--- src/rtl/mips_pkg.sv ---
// Shared encodings for the multicycle MIPS control/datapath boundary.
package mips_pkg;

  typedef enum logic [1:0] {
    PCSRC_ALU    = 2'b00,
    PCSRC_ALUOUT = 2'b01,
    PCSRC_JUMP   = 2'b10,
    PCSRC_HOLD   = 2'b11
  } pcsrc_e;

  typedef enum logic [1:0] {
    ALUOP_ADD   = 2'b00,
    ALUOP_SUB   = 2'b01,
    ALUOP_RTYPE = 2'b10,
    ALUOP_BNE   = 2'b11
  } aluop_e;

  localparam logic [5:0] OP_RTYPE = 6'h00;
  localparam logic [5:0] OP_J     = 6'h02;
  localparam logic [5:0] OP_BEQ   = 6'h04;
  localparam logic [5:0] OP_BNE   = 6'h05;
  localparam logic [5:0] OP_ADDI  = 6'h08;
  localparam logic [5:0] OP_LW    = 6'h23;
  localparam logic [5:0] OP_SW    = 6'h2B;

endpackage

--- src/rtl/mips_pc_ir_unit_if.sv ---
// Control, memory and datapath signals between the FSM side and the PC/IR stage.
interface mips_pc_ir_unit_if
  import mips_pkg::*;
#(
  parameter int unsigned WIDTH = 32
);
  logic             PCWriteCond;
  logic             PCWrite;
  logic             IRWrite;
  logic             IorD;
  pcsrc_e           PCSource;
  aluop_e           ALUOp;
  logic [WIDTH-1:0] mem_rdata;
  logic [WIDTH-1:0] alu_result;
  logic             alu_zero;
  logic [WIDTH-1:0] rd1;
  logic [WIDTH-1:0] rd2;

  logic [WIDTH-1:0] pc;
  logic [WIDTH-1:0] mem_addr;
  logic [WIDTH-1:0] instr;
  logic [5:0]       op;
  logic [WIDTH-1:0] mdr;
  logic [WIDTH-1:0] reg_a;
  logic [WIDTH-1:0] reg_b;
  logic [WIDTH-1:0] alu_out;
  logic             pc_en;
  logic             pc_misaligned;
  logic [31:0]      instr_count;

  modport master (
    output PCWriteCond, PCWrite, IRWrite, IorD, PCSource, ALUOp,
    output mem_rdata, alu_result, alu_zero, rd1, rd2,
    input  pc, mem_addr, instr, op, mdr, reg_a, reg_b, alu_out,
    input  pc_en, pc_misaligned, instr_count
  );

  modport slave (
    input  PCWriteCond, PCWrite, IRWrite, IorD, PCSource, ALUOp,
    input  mem_rdata, alu_result, alu_zero, rd1, rd2,
    output pc, mem_addr, instr, op, mdr, reg_a, reg_b, alu_out,
    output pc_en, pc_misaligned, instr_count
  );
endinterface

--- src/rtl/mips_en_reg.sv ---
// Register with synchronous active-high reset and load enable.
module mips_en_reg #(
  parameter int unsigned          WIDTH     = 32,
  parameter logic [WIDTH-1:0]     RESET_VAL = '0
) (
  input  logic             clk,
  input  logic             rst,
  input  logic             en,
  input  logic [WIDTH-1:0] d,
  output logic [WIDTH-1:0] q
);
  always_ff @(posedge clk) begin
    if (rst)     q <= RESET_VAL;
    else if (en) q <= d;
  end
endmodule

--- src/rtl/mips_pc_ir_unit.sv ---
// Multicycle MIPS state-holding stage: PC, IR, MDR, A, B, ALUOut, branch resolve,
// memory address mux and a saturating instruction-fetch counter.
module mips_pc_ir_unit
  import mips_pkg::*;
#(
  parameter int unsigned      WIDTH    = 32,
  parameter logic [WIDTH-1:0] RESET_PC = '0
) (
  input  logic             clk,
  input  logic             rst,
  mips_pc_ir_unit_if.slave bus
);
  logic             w_take;
  logic             w_pc_en;
  logic             w_mis_set;
  logic             w_cnt_en;
  logic [WIDTH-1:0] w_next_pc;
  logic [WIDTH-1:0] r_pc;
  logic [WIDTH-1:0] r_instr;
  logic [WIDTH-1:0] r_alu_out;
  logic [31:0]      r_count;
  logic             r_mis;

  assign w_take  = (bus.ALUOp == ALUOP_BNE) ? ~bus.alu_zero : bus.alu_zero;
  assign w_pc_en = bus.PCWrite | (bus.PCWriteCond & w_take);

  // Jump target concatenation fixes the datapath at 32 bits.
  always_comb begin
    w_next_pc = r_pc;
    case (bus.PCSource)
      PCSRC_ALU:    w_next_pc = bus.alu_result;
      PCSRC_ALUOUT: w_next_pc = r_alu_out;
      PCSRC_JUMP:   w_next_pc = {r_pc[31:28], r_instr[25:0], 2'b00};
      PCSRC_HOLD:   w_next_pc = r_pc;
      default:      w_next_pc = r_pc;
    endcase
  end

  assign w_mis_set = w_pc_en & (w_next_pc[1:0] != 2'b00);
  assign w_cnt_en  = bus.IRWrite & ~(&r_count);

  mips_en_reg #(.WIDTH(WIDTH), .RESET_VAL(RESET_PC)) u_pc (
    .clk(clk), .rst(rst), .en(w_pc_en), .d(w_next_pc), .q(r_pc)
  );
  mips_en_reg #(.WIDTH(WIDTH), .RESET_VAL('0)) u_ir (
    .clk(clk), .rst(rst), .en(bus.IRWrite), .d(bus.mem_rdata), .q(r_instr)
  );
  mips_en_reg #(.WIDTH(WIDTH), .RESET_VAL('0)) u_mdr (
    .clk(clk), .rst(rst), .en(1'b1), .d(bus.mem_rdata), .q(bus.mdr)
  );
  mips_en_reg #(.WIDTH(WIDTH), .RESET_VAL('0)) u_a (
    .clk(clk), .rst(rst), .en(1'b1), .d(bus.rd1), .q(bus.reg_a)
  );
  mips_en_reg #(.WIDTH(WIDTH), .RESET_VAL('0)) u_b (
    .clk(clk), .rst(rst), .en(1'b1), .d(bus.rd2), .q(bus.reg_b)
  );
  mips_en_reg #(.WIDTH(WIDTH), .RESET_VAL('0)) u_alu_out (
    .clk(clk), .rst(rst), .en(1'b1), .d(bus.alu_result), .q(r_alu_out)
  );
  mips_en_reg #(.WIDTH(32), .RESET_VAL('0)) u_count (
    .clk(clk), .rst(rst), .en(w_cnt_en), .d(r_count + 32'd1), .q(r_count)
  );
  // Sticky flag: once set only reset clears it.
  mips_en_reg #(.WIDTH(1), .RESET_VAL(1'b0)) u_mis (
    .clk(clk), .rst(rst), .en(w_mis_set), .d(1'b1), .q(r_mis)
  );

  assign bus.pc            = r_pc;
  assign bus.instr         = r_instr;
  assign bus.alu_out       = r_alu_out;
  assign bus.op            = r_instr[31:26];
  assign bus.mem_addr      = bus.IorD ? r_alu_out : r_pc;
  assign bus.pc_en         = w_pc_en;
  assign bus.pc_misaligned = r_mis;
  assign bus.instr_count   = r_count;
endmodule

--- src/flat_wrapper.sv ---
// flat-port wrapper written by rule: the top's interface ports become plain ports
module mips_pc_ir_unit_flat import mips_pkg::*;
#(
  parameter int unsigned      WIDTH    = 32,
  parameter logic [WIDTH-1:0] RESET_PC = '0
)
  (clk, rst, bus_PCWriteCond, bus_PCWrite, bus_IRWrite, bus_IorD, bus_PCSource, bus_ALUOp, bus_mem_rdata, bus_alu_result, bus_alu_zero, bus_rd1, bus_rd2, bus_pc, bus_mem_addr, bus_instr, bus_op, bus_mdr, bus_reg_a, bus_reg_b, bus_alu_out, bus_pc_en, bus_pc_misaligned, bus_instr_count);
  mips_pc_ir_unit_if #(.WIDTH(WIDTH)) bus_i ();
  input  logic clk;
  input  logic rst;
  input wire logic [$bits(bus_i.PCWriteCond)-1:0] bus_PCWriteCond;
  input wire logic [$bits(bus_i.PCWrite)-1:0] bus_PCWrite;
  input wire logic [$bits(bus_i.IRWrite)-1:0] bus_IRWrite;
  input wire logic [$bits(bus_i.IorD)-1:0] bus_IorD;
  input wire logic [$bits(bus_i.PCSource)-1:0] bus_PCSource;
  input wire logic [$bits(bus_i.ALUOp)-1:0] bus_ALUOp;
  input wire logic [$bits(bus_i.mem_rdata)-1:0] bus_mem_rdata;
  input wire logic [$bits(bus_i.alu_result)-1:0] bus_alu_result;
  input wire logic [$bits(bus_i.alu_zero)-1:0] bus_alu_zero;
  input wire logic [$bits(bus_i.rd1)-1:0] bus_rd1;
  input wire logic [$bits(bus_i.rd2)-1:0] bus_rd2;
  output wire logic [$bits(bus_i.pc)-1:0] bus_pc;
  output wire logic [$bits(bus_i.mem_addr)-1:0] bus_mem_addr;
  output wire logic [$bits(bus_i.instr)-1:0] bus_instr;
  output wire logic [$bits(bus_i.op)-1:0] bus_op;
  output wire logic [$bits(bus_i.mdr)-1:0] bus_mdr;
  output wire logic [$bits(bus_i.reg_a)-1:0] bus_reg_a;
  output wire logic [$bits(bus_i.reg_b)-1:0] bus_reg_b;
  output wire logic [$bits(bus_i.alu_out)-1:0] bus_alu_out;
  output wire logic [$bits(bus_i.pc_en)-1:0] bus_pc_en;
  output wire logic [$bits(bus_i.pc_misaligned)-1:0] bus_pc_misaligned;
  output wire logic [$bits(bus_i.instr_count)-1:0] bus_instr_count;
  assign bus_i.PCWriteCond = bus_PCWriteCond;
  assign bus_i.PCWrite = bus_PCWrite;
  assign bus_i.IRWrite = bus_IRWrite;
  assign bus_i.IorD = bus_IorD;
  assign bus_i.PCSource = bus_PCSource;
  assign bus_i.ALUOp = bus_ALUOp;
  assign bus_i.mem_rdata = bus_mem_rdata;
  assign bus_i.alu_result = bus_alu_result;
  assign bus_i.alu_zero = bus_alu_zero;
  assign bus_i.rd1 = bus_rd1;
  assign bus_i.rd2 = bus_rd2;
  assign bus_pc = bus_i.pc;
  assign bus_mem_addr = bus_i.mem_addr;
  assign bus_instr = bus_i.instr;
  assign bus_op = bus_i.op;
  assign bus_mdr = bus_i.mdr;
  assign bus_reg_a = bus_i.reg_a;
  assign bus_reg_b = bus_i.reg_b;
  assign bus_alu_out = bus_i.alu_out;
  assign bus_pc_en = bus_i.pc_en;
  assign bus_pc_misaligned = bus_i.pc_misaligned;
  assign bus_instr_count = bus_i.instr_count;
  mips_pc_ir_unit #(.WIDTH(WIDTH), .RESET_PC(RESET_PC)) u_core (.clk(clk), .rst(rst), .bus(bus_i));
endmodule
--- config.mk ---
export PLATFORM = sky130hd
export DESIGN_NAME = mips_pc_ir_unit_flat
export DESIGN_NICKNAME = d
export VERILOG_FILES = /design/src/rtl/mips_pkg.sv /design/src/rtl/mips_pc_ir_unit_if.sv /design/src/rtl/mips_en_reg.sv /design/src/rtl/mips_pc_ir_unit.sv /design/src/flat_wrapper.sv
export SDC_FILE = /design/constraint.sdc
export NUM_CORES = 1
export LEC_CHECK = 0
export CORE_AREA = 2 2 158 160
export CTS_CLUSTER_DIAMETER = 200
export CTS_CLUSTER_SIZE = 20
export DETAILED_ROUTE_END_ITERATION = 6
export DIE_AREA = 0 0 160 162
export GPL_TIMING_DRIVEN = 0
export PLACE_DENSITY = 0.71
export SKIP_CTS_REPAIR_TIMING = 1
export SYNTH_ARGS = -nofsm -noshare
export SYNTH_HDL_FRONTEND = slang
export SYNTH_SLANG_ARGS = --single-unit
export TNS_END_PERCENT = 1
--- constraint.sdc ---
create_clock -name clk -period 3.72 [get_ports clk]
set_input_delay 0.372 -clock clk [delete_from_list [all_inputs] [get_ports clk]]
set_output_delay 0.372 -clock clk [all_outputs]
set_load 0.02 [all_outputs]
Word-level counts from Yosys, hierarchy flattened
Index checks and enable logic that the tools add are counted.
W data, S select, Z words.
{"block": "word_totals", "reg_bits": 225, "input_bits": 139}
{"block": "classes", "add_sub_neg": 1, "n_eq_ne": 4, "n_mux": 3, "bitwise": 8, "n_reduce_logical": 5}
{"cell": "$pmux W32 S4", "n": 1}
{"cell": "$add A32 B1 Y32 const B", "n": 1}
{"cell": "$mux W32", "n": 1}
{"cell": "$reduce_and A32 Y1", "n": 1}
{"cell": "$eq A2 B2 Y1 const B", "n": 3}
{"cell": "$not A1 Y1", "n": 4}
{"cell": "$and A1 B1 Y1", "n": 3}
{"cell": "$reduce_and A3 Y1", "n": 1}
{"cell": "$eq A2 B1 Y1 const B", "n": 1}
{"cell": "$logic_not A2 Y1", "n": 1}
{"cell": "$reduce_and A2 Y1", "n": 1}
{"cell": "$reduce_bool A2 Y1", "n": 1}
{"cell": "$mux W1", "n": 1}
{"cell": "$or A1 B1 Y1", "n": 1}

Logic depth before layout (Yosys ltp)
{"block": "depth", "depth_word": 5, "ltp_mapped": 8, "ltp_nobuf": 6}

By module
A second synthesis with hierarchy kept.
{"block": "unflattened", "cells_unflattened": 913, "area_unflattened_um2": 10022.1}
{"module": "mips_en_reg at u_core.u_a ...", "instances": 7, "cells_per_inst": 103, "area_each_um2": 1163.6}
{"module": "mips_pc_ir_unit", "instances": 1, "cells_per_inst": 189, "area_each_um2": 1843.0}
{"module": "mips_en_reg at u_core.u_mis", "instances": 1, "cells_per_inst": 3, "area_each_um2": 33.8}

Least setup slack after synthesis
OpenSTA, ideal clock, no wires.
{"block": "synth_timing", "path_type": "reg-to-reg", "startpoint": "reg u_core.u_count.q[0]", "endpoint": "reg u_core.u_count.q[1]", "arrival_ps": 1941, "required_ps": 3592, "path_slack_ps": 1651, "stages_incl_launch_ff": 9, "period_less_slack_ps": 2069, "cell_sequence": "dfxtp_1 > ha_1 > and4_1 > nand4_4 > o31ai_4 > buf_6 > buf_6 > mux2i_1 > nor2_1"}
{"block": "synth_via", "elab_chain_len": 3}
{"item": "from (decl)", "line": "mips_en_reg.sv:10", "source": "output logic [WIDTH-1:0] q"}
{"item": "from (signal assigned)", "line": "mips_en_reg.sv:13", "source": "if (rst) q <= RESET_VAL;"}
{"item": "from (signal assigned)", "line": "mips_en_reg.sv:14", "source": "else if (en) q <= d;"}
{"item": "parallel branches: the longest is 3 deep, another holds $add A32 B1 Y32"}
Parallel ways; which one is timed is not known.
A chain may end at the register's enable or synchronous reset.

Worst setup path in the final report
{"block": "layout_timing", "startpoint": "in bus_alu_zero", "endpoint": "out bus_pc_en"}
{"block": "layout_via", "elab_chain_len": 4}
{"item": "from (decl)", "line": "flat_wrapper.sv:19", "source": "input wire logic [$bits(bus_i.alu_zero)-1:0] bus_alu_zero;"}
{"item": "$not A1 Y1", "line": "mips_pc_ir_unit.sv:24", "source": "assign w_take = (bus.ALUOp == ALUOP_BNE) ? ~bus.alu_zero : bus.alu_zero;"}
{"item": "$mux W1 *", "line": "mips_pc_ir_unit.sv:24"}
{"item": "$and A1 B1 Y1 *", "line": "mips_pc_ir_unit.sv:25", "source": "assign w_pc_en = bus.PCWrite | (bus.PCWriteCond & w_take);"}
{"item": "$or A1 B1 Y1 *", "line": "mips_pc_ir_unit.sv:25"}
{"item": "to (decl)", "line": "flat_wrapper.sv:30", "source": "output wire logic [$bits(bus_i.pc_en)-1:0] bus_pc_en;"}
Mark *: on every way between the ends. The rest lies on a longest branch, timed or not.

==> reports/qor.csv <==
metric;value;unit
Final Power;5.26;mW
DRT Wirelength;29200;µm
syn_nets;939;
Slew Viols, Final;0;
Power Internal;3.82;mW
count leader, synth;dfxtp_1;
Synth warnings;0;
required time worst endpoint;3350;ps
share of total power in sequential cells;49.7;%
WL/cell;19.0;µm
average size of a mapped cell;10.4;µm²
multi-input logic area;3470;µm²
pwr/cell area;402;nW/µm²
clock transition at the registers of the reported paths;80;ps
number of flops mapped to enable cells by yosys;0;
Final nets;1354;
DRC viols;0;
DR vias;7363;
post-route insts no fill;1538;
fin worst setup slack;475;ps
gpl congestion;0.795;
worst vdd ir;0.379;mV
CTS tree;done;
CTS buffer count;15;
Die Wd;160;µm
Starting Density;34.4;%
H-tree depth;1;
share of total power in the clock network;30.3;%
WP data arrival;2870;ps
post-place setup slack;483;ps
Setup TNS;0;ps
unrepaired setup endpoints after global routing;false;
Crit Path Class;input pin to output pin;
Synth top area share;54.4;%
Max Cap Viol;0;
Synth area leaders;dfxtp_1 (54%), nor2b_1 (9.9%), mux2_2 (8.0%);
Ports;403;
Lkg Pwr;4.91;nW
layout cell share with drive strength beyond 1;8.40;%
Clock Latency Late Sink;490;ps
Max-slew headroom;34.1;%
Reg-to-Reg Start;u_core.u_count.q[0]$_SDFFE_PP0P_;
root buf cell;clkbuf_16;
Yosys top cell by area;dfxtp_1;
vias in the first global route;7258;
reg2reg path depth;6;
core region area;24100;µm²
Tightest Pin Transition;988;ps
Max Fclk;0.308;GHz
Main synth FF type;dfxtp_1;
number of distinct library cells after synthesis;41;
Synth top cells by count;dfxtp_1 (225), nor2b_1 (131), nor2_1 (71), mux2_2 (59), mux2i_1 (39);
Seq cells post-synth;225;
count of final hold-check violations;0;
n_diodes;0;
area delta synth->final;57.8;%
pin count of the biggest net entering global routing;21;
dpl cells;1521;
Die Y;162;µm
# rows;57;
Max clock buf depth;3;
hold wc startpoint;bus_rd2[9];
drt initial violations;285;
fill count;2238;
total die area;25900;µm²
Reg area;4500;µm²
R2R Setup Slk;1340;ps
Hold Path Depth;2;
first-pass GRT wire length;43600;µm
Period minus WS final;3250;ps
Post-Synthesis Cells;799;
min-delay worst type;input pin to register;
clk_skew;23.1;ps
Final setup viols;0;
Startpoint Class;input pin;
r2r endpoint;u_core.u_count.q[18]$_SDFFE_PP0P_;
synthesized area;8280;µm²
clk sinks;225;
kind of end point of the critical path;output pin;
Final period util;87.2;%
PortBufs;398;
status;finished clean;
Detail Placement HPWL;22200;µm
DR vias/cell;4.79;
critical-path maximum fanout;10;
sw frac;27.4;%
Antenna Violating Nets Remaining;0;
initial antenna violation count;1;
Tot GR Track Use;21.4;%
ys async rst share;0;%
total grt overflow;0;
Comb power frac;20.0;%
First-pass DRT Iterations;5;
hold endpoint;u_core.u_b.q[9]$_SDFF_PP0_;
post-synthesis sequential area ratio;54.4;%
Psw;1.44;mW
state kept, by name (all words and copies together) (netlist names):
| register | cells |
|---|---|
| u_core.u_count.q | 32 |
| u_core.u_a.q | 32 |
| u_core.u_ir.q | 32 |
| u_core.u_b.q | 32 |
| u_core.u_alu_out.q | 32 |
| u_core.u_mdr.q | 32 |
| u_core.u_mis.q | 1 |
| u_core.u_pc.q | 32 |
worst max path at each step:
| stage | slack [ps] | to | cells after the start | from |
|---|---|---|---|---|
| after floorplan | 1650 | u_core.u_count.q[1]$_SDFFE_PP0P_ | 8 | u_core.u_count.q[0]$_SDFFE_PP0P_ |
| after global placement | 480 | bus_pc_en | 6 | bus_alu_zero |
| after detailed placement | 480 | bus_pc_en | 6 | bus_alu_zero |
| after CTS | 480 | bus_pc_en | 6 | bus_alu_zero |
| after global routing | 390 | bus_pc_en | 6 | bus_alu_zero |
| final | 470 | bus_pc_en | 6 | bus_alu_zero |
cell type report:
| cell class | count | area share [%] |
|---|---|---|
| plain buffers | 61 | 2.19 |
| flip-flops and latches | 225 | 34.5 |
| multi-input cells | 509 | 26.6 |
| clock buffers | 15 | 2.87 |
| inverters | 4 | 0.115 |
| well taps | 324 | 3.10 |
| clock inverters | 2 | 0.191 |
| repair buffers | 398 | 30.5 |
routing by layer:
metal  share of wire, %  global-route usage (%)  wire length [µm]  up-vias
li1                   -                       -                 -     3571
met3                7.5                    5.72              2190       38
met5                  0                       0                 0        -
met4                2.0                    4.34               582        0
met2                 51                    39.3             14800      269
met1                 40                    25.1             11600     3485
metrics by stage:
step           utilization, %  area [µm²]  hold WS (ps)
2_1_floorplan               -        8280           500
3_3_place_gp             52.6       12700           437
3_5_place_dp             52.6       12700           448
4_1_cts                  54.2       13100           407
5_1_grt                  54.2       13100           419
6_report                 54.2       13100           427
power groups by stage:
stage / Clock [mW] / Combinational (mW) / Sequential (mW)
floorplan: 0 / 0.328 / 2.81
detailed placement: 0 / 1.06 / 2.67
global route: 1.71 / 1.12 / 2.63
finish: 1.59 / 1.05 / 2.62
CTS: 1.64 / 1.06 / 2.62
global placement: 0 / 1.05 / 2.67
logic make-up (layout without fill, tap and decap cells):
logic type	Yosys count	in the layout	synth area share (%)
AND/OR/NAND/NOR	285	285	19.4
flip-flops	225	225	54.4
AO/OA/AOI/OAI	120	120	9.07
multiplexers	99	99	12.9
buffers and inverters	65	480	3.64
XOR/XNOR	4	4	0.423
adder cells (fa/ha/maj)	1	1	0.151
placed cells by master (no fill, tap or decap), types with 3 or more instances in the layout:
master / count
o22ai_1: 26
o31ai_1: 3
inv_1: 4
nor2b_1: 131
clkbuf_1: 37
dfxtp_1: 225
buf_2: 10
a21oi_1: 28
nand3_1: 19
nand2_1: 15
o21ai_0: 19
nor2_1: 71
and4_1: 5
buf_6: 3
clkbuf_16: 15
buf_4: 6
xor2_1: 3
buf_1: 5
or4_1: 3
a211oi_1: 30
clkdlybuf4s50_1: 398
or3_1: 22
mux2_2: 59
and3_1: 6
mux2i_1: 39
o21ai_1: 8
worst max-delay path: stages:
cell             delay (ps)
clkdlybuf4s50_1         460
and3b_1                 170
o21ai_0                 660
nand2_1                 210
clkbuf_1                330
clkdlybuf4s50_1         660
(Power assumes the default switching activity.)
